**src/rtl/dbg_scan_pkg.sv**
```systemverilog
// rtl/dbg_scan_pkg.sv - shared mode encodings, sentinel and select decoder for dbg_scan
package dbg_scan_pkg;

    typedef enum logic [1:0] {
        MODE_HOLD = 2'b00,
        MODE_AUTO = 2'b01,
        MODE_STEP = 2'b10
    } mode_e;

    localparam logic [31:0] DEFAULT_SENTINEL = 32'hFFFF_FFFF;
    localparam int          SEL_MAX          = 32;

    typedef struct packed {
        logic       valid;
        logic [4:0] idx;
    } sel_dec_t;

    // Index of the single set bit; anything other than exactly one bit set decodes to 0, invalid.
    function automatic sel_dec_t onehot_decode(input logic [SEL_MAX-1:0] vec);
        sel_dec_t    res;
        int unsigned cnt;
        res.valid = 1'b0;
        res.idx   = '0;
        cnt       = 0;
        for (int i = 0; i < SEL_MAX; i++) begin
            if (vec[i]) begin
                cnt     = cnt + 1;
                res.idx = 5'(i);
            end
        end
        res.valid = (cnt == 1);
        if (!res.valid) begin
            res.idx = '0;
        end
        return res;
    endfunction

endpackage

```
**src/rtl/dbg_tick_gen.sv**
```systemverilog
// rtl/dbg_tick_gen.sv - free-running divider with auto tick and step edge pulse
module dbg_tick_gen #(
    parameter int DIV_W    = 28,
    parameter int FAST_BIT = 25,
    parameter int SLOW_BIT = 27
) (
    input  logic i_clk,
    input  logic i_rst,
    input  logic i_slow,
    input  logic i_step,
    output logic o_tick,
    output logic o_step_pulse
);

    logic [DIV_W-1:0] r_div;
    logic             r_bit_prev;
    logic             r_slow_prev;
    logic             r_step_prev;
    logic             w_bit;

    assign w_bit = i_slow ? r_div[SLOW_BIT] : r_div[FAST_BIT];

    always_ff @(posedge i_clk) begin
        if (i_rst) begin
            r_div       <= '0;
            r_bit_prev  <= 1'b0;
            r_slow_prev <= 1'b0;
            r_step_prev <= 1'b0;
        end else begin
            r_div       <= r_div + 1'b1;
            r_bit_prev  <= w_bit;
            r_slow_prev <= i_slow;
            r_step_prev <= i_step;
        end
    end

    // On a slow/fast swap r_bit_prev belongs to the other bit, so that cycle is masked.
    assign o_tick       = w_bit & ~r_bit_prev & (i_slow == r_slow_prev);
    assign o_step_pulse = i_step & ~r_step_prev;

endmodule

```
**src/rtl/dbg_scan.sv**
```systemverilog
// rtl/dbg_scan.sv - multi-channel debug scan engine feeding the 7-segment display
module dbg_scan
    import dbg_scan_pkg::*;
#(
    parameter int             NCH      = 4,
    parameter int             AW       = 6,
    parameter int             DW       = 32,
    parameter int             DIV_W    = 28,
    parameter int             FAST_BIT = 25,
    parameter int             SLOW_BIT = 27,
    parameter logic [DW-1:0]  SENTINEL = DW'(DEFAULT_SENTINEL),
    localparam int            CW       = (NCH > 1) ? $clog2(NCH) : 1
) (
    input  logic              i_clk,
    input  logic              i_rst,
    input  logic [1:0]        i_mode,
    input  logic              i_slow,
    input  logic              i_step,
    input  logic [NCH-1:0]    i_ch_sel,
    input  logic [NCH*AW-1:0] i_ch_last,
    output logic [NCH*AW-1:0] o_rd_addr,
    input  logic [NCH*DW-1:0] i_rd_data,
    output logic [DW-1:0]     o_disp_data,
    output logic [CW-1:0]     o_disp_ch,
    output logic [AW-1:0]     o_disp_addr,
    output logic              o_disp_sent,
    output logic              o_ch_err
);

    logic           w_tick;
    logic           w_step_pulse;
    sel_dec_t       w_sel;
    logic [CW-1:0]  w_cur;
    logic [CW-1:0]  r_cur_prev;
    logic           w_adv;
    logic [NCH-1:0] w_sent;

    dbg_tick_gen #(
        .DIV_W    (DIV_W),
        .FAST_BIT (FAST_BIT),
        .SLOW_BIT (SLOW_BIT)
    ) u_tick_gen (
        .i_clk        (i_clk),
        .i_rst        (i_rst),
        .i_slow       (i_slow),
        .i_step       (i_step),
        .o_tick       (w_tick),
        .o_step_pulse (w_step_pulse)
    );

    assign w_sel = onehot_decode(SEL_MAX'(i_ch_sel));
    assign w_cur = w_sel.idx[CW-1:0];

    // A channel switch swallows any coincident advance so the new channel starts where it was left.
    assign w_adv = w_sel.valid && (w_cur == r_cur_prev) &&
                   (((i_mode == MODE_AUTO) && w_tick) ||
                    ((i_mode == MODE_STEP) && w_step_pulse));

    always_ff @(posedge i_clk) begin
        if (i_rst) begin
            r_cur_prev <= '0;
        end else begin
            r_cur_prev <= w_cur;
        end
    end

    for (genvar k = 0; k < NCH; k++) begin : g_ch
        logic [AW-1:0] r_addr;
        logic          r_sent;
        logic [AW-1:0] w_last;

        assign w_last = i_ch_last[k*AW +: AW];

        always_ff @(posedge i_clk) begin
            if (i_rst) begin
                r_addr <= '0;
                r_sent <= 1'b0;
            end else if (w_adv && (w_cur == CW'(k))) begin
                if (r_sent) begin
                    r_addr <= '0;
                    r_sent <= 1'b0;
                end else if (r_addr >= w_last) begin
                    // >= also catches a limit lowered beneath the current address.
                    r_sent <= 1'b1;
                end else begin
                    r_addr <= r_addr + 1'b1;
                end
            end
        end

        assign o_rd_addr[k*AW +: AW] = r_addr;
        assign w_sent[k]             = r_sent;
    end

    always_ff @(posedge i_clk) begin
        if (i_rst) begin
            o_disp_data <= '0;
            o_disp_ch   <= '0;
            o_disp_addr <= '0;
            o_disp_sent <= 1'b0;
            o_ch_err    <= 1'b0;
        end else begin
            o_disp_data <= w_sent[w_cur] ? SENTINEL : i_rd_data[w_cur*DW +: DW];
            o_disp_ch   <= w_cur;
            o_disp_addr <= o_rd_addr[w_cur*AW +: AW];
            o_disp_sent <= w_sent[w_cur];
            o_ch_err    <= ~w_sel.valid;
        end
    end

endmodule

```
**config.mk**
```make
export PLATFORM = sky130hd
export DESIGN_NAME = dbg_scan
export DESIGN_NICKNAME = d
export VERILOG_FILES = /design/src/rtl/dbg_scan_pkg.sv /design/src/rtl/dbg_tick_gen.sv /design/src/rtl/dbg_scan.sv
export SDC_FILE = /design/constraint.sdc
export NUM_CORES = 1
export LEC_CHECK = 0
export CORE_UTILIZATION = 40
export CTS_CLUSTER_SIZE = 12
export DETAILED_ROUTE_END_ITERATION = 10
export MAX_ROUTING_LAYER = met4
export PLACE_DENSITY = 0.76
export SYNTH_ARGS = -nofsm -noshare
export SYNTH_HDL_FRONTEND = slang
export SYNTH_SLANG_ARGS = --single-unit
```
**constraint.sdc**
```tcl
create_clock -name i_clk -period 4.3 [get_ports i_clk]
set_input_delay 0.86 -clock i_clk [delete_from_list [all_inputs] [get_ports i_clk]]
set_output_delay 0.86 -clock i_clk [all_outputs]
set_load 0.02 [all_outputs]
```
# Word level (Yosys, flattened, before mapping)
# Index checks and enable logic that the tools add are counted.
[classes] n_addsub=8 multipliers=1 magnitude_cmp=5 n_eq_ne=12 n_shift=2 mux=28 n_bitwise=6 n_reduce_logical=14
[ops] operator="$mux 32" count=4
[ops] operator="$shiftx 128x8->32" count=1
[ops] operator="$add 32x1->32 const B" count=3
[ops] operator="$mux 6" count=8
[ops] operator="$eq 32x1->1 const B" count=1
[ops] operator="$add 28x1->28 const B" count=1
[ops] operator="$add 6x1->6 const B" count=4
[ops] operator="$ge 6x6->1" count=4
[ops] operator="$shiftx 24x6->6" count=1
[ops] operator="$mux 1" count=12
[ops] operator="$logic_and 1x1->1" count=8
[ops] operator="$ne 2x2->1 const B" count=4
[ops] operator="$reduce_and 2->1" count=4
[ops] operator="$eq 2x2->1 const B" count=3
[ops] operator="$mux 2" count=3
[ops] operator="$eq 2x1->1 const B" count=2
[ops] operator="$mul 2x2->4 const B" count=1
[ops] operator="$and 1x1->1" count=3
[ops] operator="$lt 2x3->1 const B" count=1
[ops] operator="$not 1->1" count=3
[ops] operator="$bmux 1 s2" count=1
[ops] operator="$eq 2x2->1" count=1
[ops] operator="$logic_not 2->1" count=1
[ops] operator="$eq 1x1->1" count=1
[ops] operator="$logic_or 1x1->1" count=1
[word_totals] ff_bits=101 in_bits=162 out_inout_bits=66 elab_cells=93

# Depth between registers and ports, before layout
# Gate-level depths: netlist of the first run.
[depth] word_depth=14 depth_mapped=11 mapped_depth_nobuf=10

# Modules after synthesis
# A second synthesis of the first run with hierarchy kept.
[unflattened] cells_unflattened=667 hier_area_um2=5636.7
[modules_own_cells] module="dbg_scan" instances=1 cells_per_inst=504 area_each_um2=4175.3
[modules_own_cells] module="dbg_tick_gen" instances=1 cells_per_inst=163 area_each_um2=1461.4

# Least setup slack after synthesis of the first run
# No wires, ideal clock.
[synth_path] kind="input -> register" from="in i_ch_sel[0]" to="reg g_ch[3].r_addr[5]" setup_time_ps=121 t_arrival_ps=3482 required_time_ps=4179 path_slack_ps=697 stages=11 n_path_buf=1 path_cell_list="inv_1 > ha_1 > xor2_1 > ha_1 > or3b_1 > a21oi_2 > o2111ai_4 > or2_1 > buf_6 > nor4_1 > mux2_2"
[synth_via] elab_chain_len=14 elab_cells_between_ends=15 classes_between="add/sub: 3; eq/ne: 3; mux: 5; reduce/logical: 4"
[synth_lines] element="start, declared" line="dbg_scan.sv:19" rtl="input logic [NCH-1:0] i_ch_sel,"
[synth_lines] element="$mux 1 (*)" line="dbg_scan_pkg.sv:26" rtl="if (vec[i]) begin"
[synth_lines] element="$add 32x1->32" line="dbg_scan_pkg.sv:27" rtl="cnt = cnt + 1;"
[synth_lines] element="$mux 32 (*)" line="dbg_scan_pkg.sv:26"
[synth_lines] element="$add 32x1->32" line="dbg_scan_pkg.sv:27"
[synth_lines] element="$mux 32 (*)" line="dbg_scan_pkg.sv:26"
[synth_lines] element="$add 32x1->32" line="dbg_scan_pkg.sv:27"
[synth_lines] element="$mux 32 (*)" line="dbg_scan_pkg.sv:26"
[synth_lines] element="$eq 32x1->1 (*)" line="dbg_scan_pkg.sv:31" rtl="res.valid = (cnt == 1);"
[synth_lines] element="$mux 2" line="dbg_scan_pkg.sv:32" rtl="if (!res.valid) begin"
[synth_lines] element="$eq 2x2->1" line="dbg_scan.sv:55" rtl="assign w_adv = w_sel.valid && (w_cur == r_cur_prev) &&"
[synth_lines] element="$logic_and 1x1->1 (2 in a row)" line="dbg_scan.sv:55"
[synth_lines] element="$logic_and 1x1->1 (*)" line="dbg_scan.sv:78" rtl="end else if (w_adv && (w_cur == CW'(k))) begin"
[synth_lines] element="$reduce_and 2->1 (no source line) (*)"
[synth_lines] element="end signal, assigned" line="dbg_scan.sv:86" rtl="r_addr <= r_addr + 1'b1;"
[synth_lines] element="end, declared" line="dbg_scan.sv:68" rtl="logic [AW-1:0] r_addr;"
# Mark *: on every way between the ends. The rest lies on a longest branch, timed or not.
# A chain may end at the register's enable or synchronous reset.

# Worst setup path after layout of the first run
# Same ends and word-level chain as after synthesis.

==> run_results.csv, run 1 <==
group,metric,value,unit
layout,nFillCells,1182,
route,drc,0,
floorplan,die_y,119,µm
min_path,hold_depth,1,
route,routed_wl,17200,µm
outcome,outcome,"finished, final reports clean",
grt,grt_antenna_before_repair,0,
setup_path,rr_worst_depth,8,
yosys,syn_avg_cell_area,8.63,µm²
clock_tree,cts_made_buffers,9,
timing,drv_slew,0,
route,drt_iter0_markers,280,
yosys,yosysSeqAreaShare,0.371,
timing,tightest_slew,0.965,ns
timing,worst_hold_slack,0.460,ns
clock_tree,cts.sinks,101,
timing,finalSetupViolations,0,
floorplan,floorplan.initialDensity,0.412,
clock_tree,htreeDepth,3,
clock_tree,holdBufCountCts,0,
setup_path,path_delay_family,"simple AND/OR/NAND/NOR gates",
yosys,synth_edf_count,0,
grt,grt_usage,0.255,
layout,nNetsFinal,1034,
layout,finalNonFillerCells,1021,
clock_tree,cts_resized,0,
run,cap_violations,0,
timing,rsz0062_at_grt,"false",
grt,grt_max_degree,54,
yosys,synthesis.nets,826,
placed_design,place_inst,1005,
placed_design,port-buffer-count,227,
floorplan,core,0.0132,mm²
route,route.vias.total,5698,
timing,finalClockSkew,0.00494,ns
placed_design,hpwl,13300,µm
setup_path,path_max_fanout,11,
grt,grt_pass1_vias,5873,
clock_tree,cts_max_path_buffers,2,
clock_tree,worstSkewPairLatency,0.34,ns
setup_path,slowest_delay,0.49,ns
grt,grt_overflow_total,0,
yosys,synthesis.area,0.00545,mm²
layout,diodes,0,
yosys,yosys_warnings,0,
placed_design,place_congestion,0.896,
setup_path,end_kind,"register",
min_path,hp-start,"u_tick_gen.r_div[0]",
pwr,power,2.25,mW
setup_path,cp.arrival,4.10,ns
floorplan,die_area,0.0141,mm²
floorplan,rows,42,
setup_path,r2r_end,"g_ch[3].r_addr[5]",
route,viasPerCell,5.58,
clock_tree,cts_root_buffer,"clkbuf_16",
floorplan,fp.dieW,119,µm
yosys,synth_top_cell_area_share,0.371,
yosys,postSynthCellCount,632,
clock_tree,path_clk_slew,0.07,ns
grt,grt_pass1_wl,28100,µm
yosys,synth_top_cell_by_area,"dfxtp_1",
yosys,ys_seq_elements,101,
pwr,peakVddDrop,0.157,mV
layout,drive_gt1_frac,0.0568,
setup_path,crit_top_cell,"ha_1",
pwr,power_leakage,3.05,nW
timing,finalCriticalPeriod,3.87,ns
setup_path,reg2reg_from,"g_ch[3].r_addr[0]",
yosys,synth_async_sr_flop_share,0,
min_path,worstHoldPathType,"register to register",
timing,fmax,259,MHz
timing,finalCritPeriodShare,0.899,
timing,layout_setup_ws,0.433,ns
route,wl_per_cell,16.8,µm
setup_path,crit_type,"primary input to register",
setup_path,cp.required,4.54,ns
layout,final_common_cell,"clkdlybuf4s50_1",
setup_path,critPathBufInv,2,
setup_path,r2r_slack,1.63,ns
setup_path,cp_cell_sequence,"clkdlybuf4s50_1 > inv_1 > ha_1 > xor2_1 > ha_1 > or3b_1 > a21oi_2 > o2111ai_4 > or2_1 > nor4_1 > mux2_2",
timing,final.setup.tns,0,ns
min_path,hold-path-endpoint,"u_tick_gen.r_div[0]",
timing,hold_viol,0,
floorplan,io_pins,228,
route,dr.pass1.iters,5,
route,antenna_left,0,
timing,relSlewSlack,0.351,
yosys,ys.flop_type,"dfxtp_1",
pwr,power_density,276,mW/mm²
clock_tree,cts_setup_buffers,0,
clock_tree,tritoncts,"done",
placed_design,post-place-ws,0.0954,ns
setup_path,cp_slowest_cell,"clkdlybuf4s50_1",
layout,area_growth,49.7,%
setup_path,cp-start-kind,"primary input",
yosys,synth_cell_types,56,
yosys,synth_area_leaders,"dfxtp_1 (37%), ha_1 (7.3%), a22oi_1 (5.4%)",
layout,layout.cells.most_common_list,"clkdlybuf4s50_1 (226), dfxtp_1 (101), nor2_1 (44)",
[flip-flops by register name (all words and copies together), names as in the netlist]
signal                  flops
u_tick_gen.r_step_prev      1
g_ch.r_addr                24
o_disp_ch                   2
u_tick_gen.r_bit_prev       1
u_tick_gen.r_div           28
o_disp_data                32
o_disp_sent                 1
u_tick_gen.r_slow_prev      1
o_ch_err                    1
g_ch.r_sent                 4
o_disp_addr                 6
[report_power, final]
group          switching [mW]  internal [mW]
clock network           0.372          0.399
logic                   0.219          0.266
registers              0.0178          0.974
total                   0.609           1.64
[per-layer routing]
metal,vias to the layer above,wire [µm],GRT usage
li1,2760,-,-
met1,2688,6610,0.278
met2,214,8900,0.455
met3,36,1050,0.0386
met4,0,609,0.117
met5,-,0,-
[Yosys cell counts, types with 3 or more instances]
master    number
nor4_1         6
o21ai_0       13
a31oi_1        5
nand3b_1       5
nand3_1       20
or3_1         11
inv_1         39
nor2_1        45
nand2_1       35
xnor2_1       22
dfxtp_1      101
mux2_2         7
nand4_1       10
xor2_1        13
a211oi_1       3
ha_1          32
a21o_1         5
nand2b_1       8
clkbuf_1      32
and2_1         3
buf_1          6
inv_2          3
mux2i_1        3
or4_1          6
nor2b_1        7
o22ai_1       32
a21oi_1       31
o21ai_1        3
o221ai_1      32
and4_1         6
nor3b_1        4
a22oi_1       39
nor3_1        16
[logic make-up after synthesis]
| logic type | share of synthesized area |
|---|---|
| buf+inv | 0.0606 |
| fa+ha+maj | 0.0734 |
| flops | 0.371 |
| simple gates | 0.187 |
| mux | 0.0200 |
| compound gates | 0.232 |
| xor+xnor | 0.0562 |
[through the flow]
step / instance area [µm²] / utilization
2_1_floorplan: 5450 / -
3_3_place_gp: 7880 / 0.595
3_5_place_dp: 7880 / 0.595
4_1_cts: 8160 / 0.616
5_1_grt: 8160 / 0.616
6_report: 8160 / 0.616
[final cells by class]
class                      count  area (µm²)  share of cell area
multi-input combinational    448        3110               0.382
timing repair buffer         238        2360               0.289
sequential                   101        2020               0.248
clock buffer                   9         225              0.0276
tap                          176         220              0.0270
inverter                      42         158              0.0193
clock inverter                 7        58.8             0.00721
[how the worst max path moves through the flow]
stage / startpoint / end / slack, ns / cells after the start
finish: i_ch_sel[0] / g_ch[3].r_addr[5] / 0.43 / 11
global route: i_ch_sel[0] / g_ch[3].r_addr[5] / 0.28 / 11
CTS: i_ch_sel[0] / g_ch[3].r_addr[5] / 0.45 / 11
detailed placement: i_ch_sel[0] / g_ch[3].r_addr[5] / 0.1 / 11
global placement: i_ch_sel[0] / g_ch[3].r_addr[5] / 0.21 / 11
floorplan: i_ch_sel[0] / g_ch[3].r_addr[5] / 0.70 / 11
(Power assumes the default switching activity.)
==> run 2: changes to the inputs <==
--- a/config.mk
+++ b/config.mk
@@ -8,8 +8,8 @@
 export CORE_UTILIZATION = 40
 export CTS_CLUSTER_SIZE = 12
 export DETAILED_ROUTE_END_ITERATION = 10
-export MAX_ROUTING_LAYER = met4
 export PLACE_DENSITY = 0.76
+export SETUP_SLACK_MARGIN = 0.15
 export SYNTH_ARGS = -nofsm -noshare
 export SYNTH_HDL_FRONTEND = slang
 export SYNTH_SLANG_ARGS = --single-unit
==> run_results.csv, run 2 (synthesis gave the netlist of run 1 again) <==
group,metric,value,unit
layout,drive_gt1_frac,0.0568,
timing,finalCriticalPeriod,3.86,ns
setup_path,r2r_end,"g_ch[3].r_addr[5]",
clock_tree,holdBufCountCts,0,
timing,rsz0062_at_grt,"false",
setup_path,end_kind,"register",
layout,largestRegisters,"o_disp_data: 32 flops, u_tick_gen.r_div: 28 flops, g_ch.r_addr: 24 flops",
layout,finalNonFillerCells,1021,
clock_tree,cts_max_path_buffers,2,
setup_path,cp.required,4.54,ns
layout,nNetsFinal,1034,
grt,grt_usage,0.246,
pwr,p_sw,614,µW
setup_path,reg2reg_from,"g_ch[3].r_addr[0]",
layout,layout.cells.most_common_list,"clkdlybuf4s50_1 (226), dfxtp_1 (101), nor2_1 (44)",
timing,finalClockSkew,0.00628,ns
clock_tree,cts_setup_buffers,0,
timing,drv_slew,0,
route,viasPerCell,5.62,
floorplan,rows,42,
outcome,outcome,"finished, final reports clean",
pwr,peakVddDrop,0.244,mV
clock_tree,htreeDepth,3,
timing,finalSetupViolations,0,
layout,finish.utilization,0.620,
grt,grt_antenna_before_repair,0,
setup_path,critical_path.endpoint,"g_ch[3].r_addr[5]",
placed_design,place_inst,1005,
clock_tree,cts_made_buffers,9,
timing,relSlewSlack,0.367,
placed_design,place_area,0.00788,mm²
placed_design,place_congestion,0.910,
pwr,switching_share,0.259,
timing,worst_hold_slack,0.466,ns
timing,tightest_slew,0.942,ns
setup_path,path_max_fanout,11,
clock_tree,cts_root_buffer,"clkbuf_16",
layout,stdcell_area,0.00821,mm²
clock_tree,path_clk_slew,0.07,ns
run,cap_violations,0,
floorplan,fp.dieW,119,µm
timing,final.setup.tns,0,ns
floorplan,die_y,119,µm
timing,finalCritPeriodShare,0.897,
floorplan,floorplan.initialDensity,0.412,
setup_path,crit_type,"primary input to register",
route,wl_per_cell,17.1,µm
layout,largest_reg_flops,32,
setup_path,cp.arrival,4.10,ns
setup_path,cp-start-kind,"primary input",
layout,regMostFlops,"o_disp_data",
pwr,p_seq_frac,0.418,
setup_path,rr_worst_depth,8,
timing,hold_viol,0,
layout,area_growth,50.5,%
route,drc,0,
pwr,p_int,1.76,mW
layout,final_common_cell,"clkdlybuf4s50_1",
clock_tree,tritoncts,"done",
floorplan,core,0.0132,mm²
setup_path,r2r_slack,1.65,ns
timing,fmax,259,MHz
pwr,clkPwrFrac,0.378,
floorplan,die_area,0.0141,mm²
min_path,worstHoldPathType,"register to register",
pwr,combPwrFrac,0.204,
grt,grt_pass1_vias,5672,
route,route.vias.total,5743,
grt,grt_overflow_total,0,
clock_tree,cts_resized,0,
floorplan,io_pins,228,
route,drt_iter0_markers,298,
clock_tree,cts.sinks,101,
route,antenna_left,0,
layout,diodes,0,
grt,grt_pass1_wl,27500,µm
grt,grt_max_degree,64,
setup_path,startpoint,"i_ch_sel[0]",
clock_tree,worstSkewPairLatency,0.35,ns
placed_design,hpwl,13200,µm
placed_design,port-buffer-count,227,
pwr,power_density,289,mW/mm²
route,routed_wl,17500,µm
route,dr.pass1.iters,5,
pwr,power_leakage,3.08,nW
[run 2: changes by cell type in the layout (fill, tap and decap cells not counted)]
cell	previous run	this run
clkinvlp_4	4	2
bufinv_16	0	2
inv_6	1	0
inv_8	1	2
[run 2: critical path: stages]
cell and delay, ns:
clkdlybuf4s50_1 0.49, inv_1 0.05, ha_1 0.31, xor2_1 0.17, ha_1 0.34, or3b_1 0.37
a21oi_2 0.25, o2111ai_4 0.14, or2_1 0.40, nor4_1 0.33, mux2_2 0.37
[run 2: how the worst min path moves through the flow]
stage	start	endpoint	slack, ns	cells past startpoint
2_1_floorplan	u_tick_gen.r_div[0]	u_tick_gen.r_div[0]	0.43	1
3_3_place_gp	u_tick_gen.r_div[0]	u_tick_gen.r_div[0]	0.44	1
3_5_place_dp	u_tick_gen.r_div[0]	u_tick_gen.r_div[0]	0.45	1
4_1_cts	u_tick_gen.r_div[0]	u_tick_gen.r_div[0]	0.47	1
5_1_grt	u_tick_gen.r_div[0]	u_tick_gen.r_div[0]	0.50	1
6_report	u_tick_gen.r_div[0]	u_tick_gen.r_div[0]	0.47	1
[run 2: metal layers]
metal | GRT usage | wire, µm
met1 | 0.265 | 6600
met2 | 0.462 | 9150
met3 | 0.0483 | 1180
met4 | 0.108 | 563
met5 | 0 | 0
[run 2: power by group through the flow]
stage / Sequential [mW] / Clock [mW] / Combinational [mW]
floorplan: 1.05 / 0 / 0.166
global placement: 1.01 / 0 / 0.473
detailed placement: 1.01 / 0 / 0.483
CTS: 0.991 / 0.911 / 0.485
global route: 0.995 / 0.946 / 0.516
finish: 0.991 / 0.898 / 0.484
[run 2: area by class of cell]
type / instances / area, µm²
fillers: 1114 / 5030
multi-input cells: 448 / 3110
repair buffers: 238 / 2360
flip-flops and latches: 101 / 2020
clock buffers: 9 / 225
well taps: 176 / 220
inverters: 42 / 158
clock inverters: 7 / 106
[run 2: per-stage QoR]
stage          worst slack (ns)  power, mW
6_report                  0.445       2.37
5_1_grt                   0.301       2.46
4_1_cts                   0.465       2.39
3_5_place_dp             0.0953       1.50
3_3_place_gp              0.212       1.48
2_1_floorplan             0.697       1.22
==> run 3: changes to the inputs <==
--- a/config.mk
+++ b/config.mk
@@ -5,10 +5,11 @@
 export SDC_FILE = /design/constraint.sdc
 export NUM_CORES = 1
 export LEC_CHECK = 0
-export CORE_UTILIZATION = 40
+export CORE_UTILIZATION = 43
 export CTS_CLUSTER_SIZE = 12
 export DETAILED_ROUTE_END_ITERATION = 10
-export PLACE_DENSITY = 0.76
+export GPL_TIMING_DRIVEN = 0
+export PLACE_DENSITY = 0.81
 export SETUP_SLACK_MARGIN = 0.15
 export SYNTH_ARGS = -nofsm -noshare
 export SYNTH_HDL_FRONTEND = slang
==> run_results.csv, run 3 (synthesis gave the netlist of run 1 again) <==
group,metric,value,unit
layout,final_common_cell,"clkdlybuf4s50_1",
placed_design,place_inst,1025,
clock_tree,cts.sinks,101,
setup_path,cp-start-kind,"primary input",
route,routed_wl,17900,µm
route,drc,0,
setup_path,path_max_fanout,10,
route,dr.pass1.iters,5,
clock_tree,worstSkewPairLatency,0.34,ns
setup_path,rr_worst_depth,8,
layout,finalNonFillerCells,1041,
floorplan,rows,40,
setup_path,critPathBufInv,4,
timing,fmax,248,MHz
floorplan,floorplan.initialDensity,0.448,
pwr,peakVddDrop,0.165,mV
placed_design,port-buffer-count,225,
setup_path,cp.required,4.56,ns
grt,grt_overflow_total,0,
layout,diodes,0,
route,viasPerCell,5.63,
placed_design,hpwl,14100,µm
floorplan,core,0.0122,mm²
setup_path,cp_slowest_cell,"clkdlybuf4s50_1",
timing,hold_viol,0,
timing,finalClockSkew,0.00438,ns
timing,finalSetupViolations,0,
grt,grt_pass1_wl,27400,µm
layout,largest_reg_flops,32,
route,drt_iter0_markers,307,
placed_design,place_congestion,0.937,
min_path,worstHoldPathType,"register to register",
floorplan,die_area,0.0131,mm²
setup_path,crit_type,"primary input to register",
floorplan,fp.dieW,115,µm
setup_path,slowest_delay,0.55,ns
setup_path,reg2reg_from,"g_ch[3].r_addr[0]",
clock_tree,path_clk_slew,0.06,ns
clock_tree,cts_root_buffer,"clkbuf_16",
timing,tightest_slew,0.945,ns
setup_path,r2r_end,"g_ch[3].r_addr[5]",
setup_path,cp_num_cells,12,
pwr,power_leakage,3.08,nW
setup_path,r2r_slack,1.65,ns
layout,drive_gt1_frac,0.0527,
setup_path,critical_path.endpoint,"o_disp_data[30]",
timing,relSlewSlack,0.365,
clock_tree,htreeDepth,3,
outcome,outcome,"finished, final reports clean",
layout,layout.cells.most_common_list,"clkdlybuf4s50_1 (225), dfxtp_1 (101), nor2_1 (44)",
layout,largestRegisters,"o_disp_data: 32 flops, u_tick_gen.r_div: 28 flops, g_ch.r_addr: 24 flops",
placed_design,post-place-ws,-0.224,ns
layout,nNetsFinal,1064,
layout,regMostFlops,"o_disp_data",
floorplan,die_y,115,µm
timing,worst_hold_slack,0.484,ns
timing,finalCritPeriodShare,0.938,
setup_path,end_kind,"register",
layout,area_growth,50.8,%
pwr,power_density,273,mW/mm²
floorplan,io_pins,228,
grt,grt_max_degree,15,
setup_path,startpoint,"i_ch_sel[1]",
setup_path,cp.arrival,4.29,ns
timing,rsz0062_at_grt,"true",
grt,grt_usage,0.270,
clock_tree,cts_made_buffers,9,
grt,grt_pass1_vias,5615,
setup_path,path_delay_family,"buffers and inverters",
clock_tree,cts_max_path_buffers,2,
setup_path,crit_top_cell,"clkbuf_1",
timing,layout_setup_ws,0.266,ns
route,wl_per_cell,17.2,µm
setup_path,cp_cell_sequence,"clkdlybuf4s50_1 > inv_1 > ha_2 > xor2_1 > ha_1 > or3b_1 > a21oi_4 > o21ai_1 > or3_1 > clkbuf_1 > clkbuf_1 > o221ai_1",
timing,finalCriticalPeriod,4.03,ns
grt,grt_antenna_before_repair,0,
timing,drv_slew,0,
run,cap_violations,0,
clock_tree,tritoncts,"done",
clock_tree,holdBufCountCts,0,
route,antenna_left,0,
route,route.vias.total,5866,
-- run 3: cell types whose count changed in the layout (fill, tap and decap cells not counted), sizes merged --
cell	before	now
bufinv	2	0
clkdlybuf4s50	226	225
inv	44	42
buf	12	9
clkbuf	9	46
clkinv	1	2
clkinvlp	2	0
-- run 3: how the worst min path moves through the flow --
stage | cells after the start | slack [ns] | start | end
5_1_grt | 1 | 0.51 | u_tick_gen.r_div[0] | u_tick_gen.r_div[0]
3_5_place_dp | 2 | 0.48 | u_tick_gen.r_div[19] | u_tick_gen.r_div[19]
6_report | 1 | 0.48 | u_tick_gen.r_div[0] | u_tick_gen.r_div[0]
4_1_cts | 2 | 0.49 | u_tick_gen.r_div[19] | u_tick_gen.r_div[19]
2_1_floorplan | 1 | 0.43 | u_tick_gen.r_div[0] | u_tick_gen.r_div[0]
3_3_place_gp | 1 | 0.45 | u_tick_gen.r_div[0] | u_tick_gen.r_div[0]
-- run 3: metrics by stage --
stage	cell area, µm²	util	total power [mW]	setup TNS, ns
floorplan	5450	-	1.22	0
detailed placement	7920	0.651	1.50	-6.40
global placement	7920	0.651	1.49	-2.43
finish	8230	0.676	2.24	0
global route	8230	0.676	2.32	0
CTS	8200	0.674	2.24	0
-- run 3: layout make-up --
type	instances	area, µm²
fillers	966	3940
clock buffers	12	256
flip-flops and latches	101	2020
plain buffers	41	180
clock inverters	2	10.0
well taps	168	210
multi-input cells	448	3120
repair buffers	227	2270
inverters	42	158
-- run 3: per-layer routing --
layer | routed length [µm] | GRT usage | part of all wire | vias up
met5 | 0 | 0 | 0 | -
li1 | - | - | - | 2819
met1 | 6840 | 0.296 | 0.38 | 2747
met4 | 547 | 0.122 | 0.031 | 0
met3 | 1270 | 0.0561 | 0.071 | 39
met2 | 9210 | 0.497 | 0.52 | 261
-- run 3: repair_timing --
| action | 4_1_cts | 5_1_grt |
|---|---|---|
| resized for setup | 4 | 11 |
| setup endpoints to repair | 30 | 31 |
| pin swaps | 0 | 1 |
| setup buffers | 0 | 2 |
-- run 3: where the power goes --
part	internal (mW)	switching, mW	leakage [nW]
Clock	0.416	0.340	0.134
Sequential	0.974	0.0167	0.824
Combinational	0.266	0.228	2.12
Total	1.66	0.585	3.08
